### src/rtl/gpu_command_master.sv
// GPU command bus master: accepts host command requests and replays them on a
// strobed parallel bus (chip select, command/data pins, commandClk strobe),
// with burst support, gpuBusy flow control and read-data return.
// Optional feature macro: CMD_TIMEOUT_EN (gpuBusy wait timeout with errTimeout).
module gpu_command_master #(
  parameter int unsigned CLK_DIV        = 2,
  parameter int unsigned TURNAROUND     = 1,
  parameter int unsigned TIMEOUT_CYCLES = 1024
) (
  input  logic        hostClk,
  input  logic        rst,
  input  logic        reqValid,
  output logic        reqReady,
  input  logic [15:0] reqCommand,
  input  logic [15:0] reqData,
  input  logic [7:0]  reqBurstLen,
  output logic        rspValid,
  output logic [15:0] rspData,
  output logic        errCmd,
  output logic        errTimeout,
  input  logic        gpuBusy,
  output logic        chipSelect,
  output logic        outputEnable,
  output logic        commandClk,
  output logic [15:0] commandOut,
  output logic [15:0] dataOut,
  output logic        dataOe,
  input  logic [15:0] dataIn
);

  typedef enum logic [2:0] {IDLE, WAIT, SETUP, HIGH, TURN} state_t;

  localparam logic [1:0] TYPE_RESET = 2'b00;
  localparam logic [1:0] TYPE_READ  = 2'b01;
  localparam logic [1:0] TYPE_WRITE = 2'b10;
  localparam logic [1:0] TYPE_RSVD  = 2'b11;
  localparam logic [7:0] DIV_LAST   = 8'(CLK_DIV - 1);
  localparam logic [7:0] TURN_LAST  = 8'(TURNAROUND - 1);

  state_t      state_q, state_n;
  logic [15:0] cmd_q;
  logic [15:0] data_q;
  logic [7:0]  beats_q;     // beats still to run, including the current one
  logic [7:0]  phase_q;     // cycles spent in the current state
  logic        mid_burst_q; // at least one beat of this burst already done
  logic        busy_meta, busy_sync;
  logic        high_last;
  logic        is_read, is_write;

  assign is_read    = (cmd_q[15:14] == TYPE_READ);
  assign is_write   = (cmd_q[15:14] == TYPE_WRITE);
  assign commandOut = cmd_q;
  assign dataOut    = data_q;

`ifdef CMD_TIMEOUT_EN
  localparam int unsigned TO_W = $clog2(TIMEOUT_CYCLES + 1);
  logic [TO_W-1:0] wait_cnt_q;
  logic            timeout_hit;
`else
  assign errTimeout = 1'b0;
`endif

  // Next-state decode and Moore bus outputs.
  always_comb begin
    // NOTE: every output of this block gets a default first so no path infers a latch.
    state_n      = state_q;
    high_last    = 1'b0;
    reqReady     = 1'b0;
    chipSelect   = 1'b1;
    outputEnable = 1'b1;
    commandClk   = 1'b0;
    dataOe       = 1'b0;
`ifdef CMD_TIMEOUT_EN
    timeout_hit  = 1'b0;
`endif
    case (state_q)
      IDLE: begin
        reqReady = 1'b1;
        if (reqValid) state_n = WAIT;
      end
      WAIT: begin
        // Between beats the bus stays selected and a read keeps the GPU driving.
        chipSelect   = ~mid_burst_q;
        outputEnable = ~(mid_burst_q & is_read);
        if (cmd_q[15:14] == TYPE_RSVD) state_n = IDLE;
        else if (!busy_sync) state_n = SETUP;
`ifdef CMD_TIMEOUT_EN
        else if (wait_cnt_q == TO_W'(TIMEOUT_CYCLES - 1)) begin
          timeout_hit = 1'b1;
          state_n     = TURN;
        end
`endif
      end
      SETUP: begin
        chipSelect   = 1'b0;
        outputEnable = ~is_read;
        dataOe       = is_write;
        if (phase_q == DIV_LAST) state_n = HIGH;
      end
      HIGH: begin
        chipSelect   = 1'b0;
        outputEnable = ~is_read;
        dataOe       = is_write;
        commandClk   = 1'b1;
        if (phase_q == DIV_LAST) begin
          high_last = 1'b1;
          state_n   = (beats_q == 8'd1) ? TURN : WAIT;
        end
      end
      TURN: begin
        if (phase_q == TURN_LAST) state_n = IDLE;
      end
      default: state_n = IDLE;
    endcase
  end

  // State, datapath and response registers.
  always_ff @(posedge hostClk) begin
    // NOTE: sequential state uses non-blocking assignments so every flop sees pre-edge values.
    if (rst) begin
      state_q     <= IDLE;
      cmd_q       <= '0;
      data_q      <= '0;
      beats_q     <= '0;
      phase_q     <= '0;
      mid_burst_q <= 1'b0;
      busy_meta   <= 1'b0;
      busy_sync   <= 1'b0;
      rspValid    <= 1'b0;
      rspData     <= '0;
      errCmd      <= 1'b0;
    end else begin
      state_q   <= state_n;
      phase_q   <= (state_n != state_q) ? 8'd0 : phase_q + 8'd1;
      busy_meta <= gpuBusy;
      busy_sync <= busy_meta;
      rspValid  <= 1'b0;
      errCmd    <= 1'b0;
      if (state_q == IDLE && reqValid) begin
        cmd_q       <= reqCommand;
        data_q      <= reqData;
        mid_burst_q <= 1'b0;
        errCmd      <= (reqCommand[15:14] == TYPE_RSVD);
        if (reqCommand[15:14] == TYPE_RESET || reqBurstLen == 8'd0) beats_q <= 8'd1;
        else beats_q <= reqBurstLen;
      end
      // Host presents the next burst word before each follow-on beat.
      if (state_q == WAIT && state_n == SETUP && mid_burst_q) data_q <= reqData;
      if (high_last) begin
        beats_q     <= beats_q - 8'd1;
        mid_burst_q <= 1'b1;
        if (is_read) begin
          rspData  <= dataIn;
          rspValid <= 1'b1;
        end
      end
    end
  end

`ifdef CMD_TIMEOUT_EN
  // Count stalled WAIT cycles; cleared whenever WAIT is entered or left.
  always_ff @(posedge hostClk) begin
    if (rst) begin
      wait_cnt_q <= '0;
      errTimeout <= 1'b0;
    end else begin
      errTimeout <= timeout_hit;
      if (state_q == WAIT && state_n == WAIT) wait_cnt_q <= wait_cnt_q + 1'b1;
      else wait_cnt_q <= '0;
    end
  end
`endif

endmodule

### config.mk
export PLATFORM = sky130hd
export DESIGN_NAME = gpu_command_master
export DESIGN_NICKNAME = d
export VERILOG_FILES = /design/src/rtl/gpu_command_master.sv
export SDC_FILE = /design/constraint.sdc
export NUM_CORES = 1
export LEC_CHECK = 0
export ABC_CLOCK_PERIOD_IN_PS = 2810
export CORE_MARGIN = 2
export CORE_UTILIZATION = 44
export DETAILED_ROUTE_END_ITERATION = 8
export HOLD_SLACK_MARGIN = 0.12
export PLACE_DENSITY = 0.92
export SYNTH_ARGS = -nofsm -noshare
export SYNTH_HDL_FRONTEND = slang
export SYNTH_SLANG_ARGS = --single-unit
### constraint.sdc
create_clock -name hostClk -period 2.81 [get_ports hostClk]
set_input_delay 0.4215 -clock hostClk [delete_from_list [all_inputs] [get_ports hostClk]]
set_output_delay 0.4215 -clock hostClk [all_outputs]
set_load 0.02 [all_outputs]
* Word-level counts from Yosys, hierarchy flattened
Cells that the tools add are included.
** Operators by class
- $add $sub $neg :: 2
- Equality and inequality tests :: 12
- Mux-type cells :: 23
- Bitwise operators :: 6
- Reductions and logical operators :: 15
** Operators with widths (count)
- $mux 16 :: 2
- $mux 8 :: 3
- $mux 3 :: 7
- $eq 8x1->1 const B :: 2
- $logic_not 8->1 :: 2
- $pmux 3 s5 :: 1
- $eq 3x2->1 const B :: 3
- $add 8x1->8 const B :: 1
- $mux 1 :: 8
- $reduce_or 2->1 :: 4
- $sub 8x1->8 const B :: 1
- $eq 2x2->1 const B :: 3
- $not 1->1 :: 5
- $pmux 1 s2 :: 2
- $reduce_bool 2->1 :: 2
- $eq 3x1->1 const B :: 1
- $eq 3x3->1 const B :: 1
- $logic_and 1x1->1 :: 3
- $logic_not 3->1 :: 1
- $ne 3x3->1 :: 1
- $eq 2x1->1 const B :: 1
- $logic_not 2->1 :: 1
- $reduce_and 2->1 :: 1
- $and 1x1->1 :: 1
- $logic_or 1x1->1 :: 1
** Storage, ports and cells
- Bits in registers :: 72
- Bits of input ports :: 60
- Output and inout port bits :: 56
- Logic and storage cells :: 69

* Longest topological paths before layout
Gate-level depths: netlist (run 1).
- Word-level depth :: 8
- Gate-level depth with buffers :: 7
- Gate-level depth less buffers :: 6

* Worst setup path before layout (run 1)
OpenSTA, ideal clock, no wires.
- Kind :: register -> register
- Start point :: reg beats_q[2]
- End point :: reg phase_q[1]
- Library setup time :: 0.141 ns
- Arrival :: 1.839 ns
- Data required time :: 2.669 ns
- Slack :: 0.830 ns
- Stages on the path, launching flop included :: 5
- Path buffers :: 0
- Period minus slack after synthesis :: 1.980 ns
- Cell sequence :: dfxtp_1 -> or4_4 -> or4b_4 -> a221oi_4 -> nor3b_1
** Between the ends
- Word-level cells in the longest chain between the ends :: 6
** Ends and longest elaborated chain
- start: declaration :: RTL line 43 : logic [7:0] beats_q;
- start signal: assignment :: RTL line 145 : else beats_q <= reqBurstLen;
- start signal: assignment :: RTL line 150 : beats_q <= beats_q - 8'd1;
- $eq 8x1->1 :: RTL line 107 : state_n = (beats_q == 8'd1) ? TURN : WAIT;
- $mux 3 :: RTL line 107
- $mux 3 :: RTL line 105 : if (phase_q == DIV_LAST) begin
- $pmux 3 s5 :: RTL line 76 : case (state_q)
- $ne 3x3->1 :: RTL line 134 : phase_q <= (state_n != state_q) ? 8'd0 : phase_q + 8'd1;
- $reduce_or 2->1 (no source line)
- end signal: assignment :: RTL line 134
- end: declaration :: RTL line 44 : logic [7:0] phase_q;
Every way passes these cells.
A chain may end at the register's enable or synchronous reset.

* Worst setup path after layout (run 1)
- Start point :: reg state_q[1]
- End point :: out dataOe
** Between the ends
- Word-level cells in the longest chain between the ends :: 3
- Elaborated cells between the ends (all ways) :: 4
- Classes of those cells :: eq/ne: 2; mux: 1; reduce/logical: 1
** Ends and longest elaborated chain
- start: declaration :: RTL line 40 : state_t state_q, state_n;
- start signal: assignment :: RTL line 133 : state_q <= state_n;
- $eq 3x2->1 :: RTL line 76
- $reduce_or 2->1 (no source line) *
- $mux 1 * :: RTL line 76
- end: declaration :: RTL line 27 : output logic dataOe,
Mark *: on every way between the ends. The rest lies on a longest branch, timed or not.

==> flow_summary_export.csv, run 1 <==
group,metric,value,unit
status,outcome,"completed",
sta,layout_min_cycle_time,2.51,ns
worst_setup_path,worst_path_largest_cell_delay,0.61,ns
worst_setup_path,crit-reg2reg-launch,"beats_q[2]$_SDFFE_PP0P_",
cells_and_area,post_route_cells_drive_above_1_share,8.46,%
placed_design,count_of_input_and_output_buffers,114,
worst_setup_path,worstPathMaxFanout,12,
worst_setup_path,timing.critical_path.to_type,"primary output",
worst_setup_path,critical_path.startpoint,"state_q[1]$_SDFF_PP0_",
cells_and_area,layout_commonest_cell,"clkdlybuf4s50_1",
floorplanning,placement_rows,30,
min_path,hold_start,"busy_meta$_SDFF_PP0_",
cells_and_area,antenna_diode_count,0,
floorplanning,chipWidth,87.3,um
clock_network,clk_latency_worst_skew_pair,0.34,ns
yosys,postSynthCellCount,331,
clock_network,cts.htree.levels,3,
floorplanning,ioPinCount,116,
worst_setup_path,worst_path_cell_chain,"nor2b_1, and3b_1, clkdlybuf4s50_1",
floorplanning,initial_core_utilization,45.1,%
min_path,timing.hold.worst.class,"reg -> reg",
cells_and_area,nNetsFinal,509,
sta,post-route-period-util,89.3,%
yosys,yosysSeqAreaShare,47.3,%
placed_design,detailed_place_hpwl,5590,um
power,cellPowerDensity,532,nW/um^2
sta,timing.max_slew.rel_slack,49.2,%
clock_network,cts_hold_buf,0,
cells_and_area,area.growth.synth_to_final,45.4,%
yosys,synth_edf_count,0,
power,power.total,2.36,mW
floorplanning,floorplan_die_height,87.3,um
cells_and_area,number_of_fill_cells,514,
worst_setup_path,timing.critical_path.slowest_stage_cell,"clkdlybuf4s50_1",
placed_design,finalWeightedCongestion,0.889,
sta,setup_viol,0,
global_route,first_global_vias,2847,
yosys,ys_dominant_reg_cell,"dfxtp_1",
worst_setup_path,worstPathBufferInverterCount,1,
route,detail_route.vias_per_cell,5.39,
min_path,min_delay_path_depth,1,
route,antenna_violating_nets_post_route,0,
global_route,grt_first_pass_wirelength,12800,um
sta,worst_case_clock_skew,0.00779,ns
worst_setup_path,critical_path_depth,3,
route,totalWireLength,7870,um
worst_setup_path,critPathLaunchType,"flip-flop",
clock_network,cts.clk_slew.worst_paths,0.08,ns
sta,timing_hold_violations_final,0,
sta,fmax,399,MHz
global_route,grt_antenna_before_repair,0,
worst_setup_path,cpLargestDelayFamily,"buffers and inverters",
floorplanning,floorplan.die_area,7620,sq um
yosys,async_flop_share,0,%
cells_and_area,multi_input_area,1500,sq um
global_route,grt_max_degree,65,
yosys,synth_area,3050,sq um
cells_and_area,layout_common_cells,"clkdlybuf4s50_1 (113), dfxtp_1 (72), nand2_1 (47)",
clock_network,postCtsSetupRepairBufs,0,
yosys,mappedNetlistNets,396,
clock_network,cts_buffers,9,
floorplanning,core,6760,sq um
yosys,postSynthAreaPerCell,9.22,sq um
clock_network,clockRootBuffer,"clkbuf_8",
run,maxCapViolCount,0,
power,total_leakage_power,1.66,nW
sta,final.hold.worst_slack,0.453,ns
global_route,track_usage,21.4,%
clock_network,cts.sink_count,72,
sta,fin_tns_setup,0,ns
sta,rsz0062_at_grt,"no",
clock_network,tritoncts,"done",
clock_network,postCtsResizedCells,0,
yosys,flops_latches_synth,72,
worst_setup_path,arrival_time_worst_endpoint,2.09,ns
sta,drv_slew,0,
route,drt_pre_antenna_iters,4,
global_route,globalRoute.totalOverflow,0,
route,drtIter0Drc,176,
sta,tightestPinTransition,0.761,ns
route,via_count,2851,
route,post-route-drc-count,0,
cells_and_area,register_area,1440,sq um
sta,fin_ws,0.301,ns
placed_design,place_worst_setup_slack,0.489,ns
worst_setup_path,reg2reg_depth,4,
clock_network,cts.path.max_buffers,2,
worst_setup_path,worst-setup-path-type,"reg -> out",
route,wl_per_cell,14.9,um
yosys,synth.distinct_cells,53,
power,vdd.ir_drop.worst,538,uV
worst_setup_path,critical_path_required,2.39,ns
yosys,yosys_warnings,0,
-- layout make-up --
class	instances	share of cell area (%)
clock buffer	11	3.41
clock inverter	5	0.847
inverter	8	0.677
multi-input combinational	234	33.8
sequential	72	32.5
tap	80	2.26
timing repair buffer	119	26.5
-- registers in the layout, indices dropped and copies added (netlist names) --
| signal | count |
|---|---|
| beats_q | 8 |
| busy_meta | 1 |
| busy_sync | 1 |
| commandOut | 16 |
| dataOut | 16 |
| errCmd | 1 |
| mid_burst_q | 1 |
| phase_q | 8 |
| rspData | 16 |
| rspValid | 1 |
| state_q | 3 |
-- synthesized netlist by cell type, types with 2 or more instances --
| master | number | area, sq um |
|---|---|---|
| dfxtp_1 | 72 | 1440 |
| nand2_1 | 47 | 176 |
| nor2_1 | 36 | 135 |
| mux2i_1 | 32 | 320 |
| a21oi_1 | 23 | 115 |
| clkbuf_1 | 12 | 45.0 |
| nand3_1 | 10 | 50.1 |
| nor3_1 | 10 | 50.1 |
| a31oi_1 | 7 | 43.8 |
| inv_1 | 7 | 26.3 |
| ha_1 | 5 | 62.6 |
| xor2_1 | 5 | 43.8 |
| o311ai_0 | 4 | 35.0 |
| or2_2 | 4 | 25.0 |
| or3_1 | 4 | 25.0 |
| or4_1 | 4 | 30.0 |
| buf_2 | 3 | 15.0 |
| nor2b_1 | 3 | 18.8 |
| nor3b_1 | 3 | 22.5 |
| o211ai_1 | 3 | 22.5 |
| a211oi_1 | 2 | 15.0 |
| and3_1 | 2 | 12.5 |
| and3b_1 | 2 | 17.5 |
| or4_4 | 2 | 22.5 |
-- through the flow --
| step | std cells | area [sq um] | utilization (%) |
|---|---|---|---|
| 2_1_floorplan | 331 | 3050 | - |
| 3_3_place_gp | 513 | 4250 | 62.8 |
| 3_5_place_dp | 513 | 4250 | 62.8 |
| 4_1_cts | 529 | 4430 | 65.6 |
| 5_1_grt | 529 | 4430 | 65.6 |
| 6_report | 529 | 4430 | 65.6 |
-- path summary, 6_finish.rpt --
| kind | endpoint | slack (ns) |
|---|---|---|
| setup / recovery | dataOe | 0.30 |
| hold / removal | busy_sync$_SDFF_PP0_ | 0.45 |
| setup reg to reg | phase_q[4]$_SDFF_PP0_ | 0.62 |
| hold reg to reg | busy_sync$_SDFF_PP0_ | 0.45 |
-- power breakdown --
group          leakage, nW  internal [mW]  switching (mW)
Sequential           0.587           1.07          0.0429
Combinational        0.982          0.238           0.231
Clock               0.0924          0.373           0.401
Total                 1.66           1.68           0.675
-- cells by family after synthesis --
| family | synth area share (%) |
|---|---|
| AND/OR/NAND/NOR | 23.1 |
| flip-flops | 47.3 |
| AO/OA/AOI/OAI | 11.6 |
| multiplexers | 10.5 |
| buffers and inverters | 3.57 |
| XOR/XNOR | 1.72 |
| adder cells (fa/ha/maj) | 2.05 |
| other | 0.123 |
-- routing by layer --
metal  track usage, %  wire [um]  vias to the layer above
met2             36.8       3990                      104
met4             6.71        121                        0
li1                 -          -                     1388
met3             9.76        625                       14
met5                0          0                        -
met1             23.4       3130                     1345
(Power assumes the default switching activity.)
==> inputs of run 2 (changes only) <==
- CTS_BUF_LIST: default -> sky130_fd_sc_hd__clkbuf_4 sky130_fd_sc_hd__clkbuf_8 sky130_fd_sc_hd__clkbuf_16
- SLEW_MARGIN: default -> 15
==> results of run 2 <==
Same layout as run 1: the final DEF is identical, and so are final timing and power.
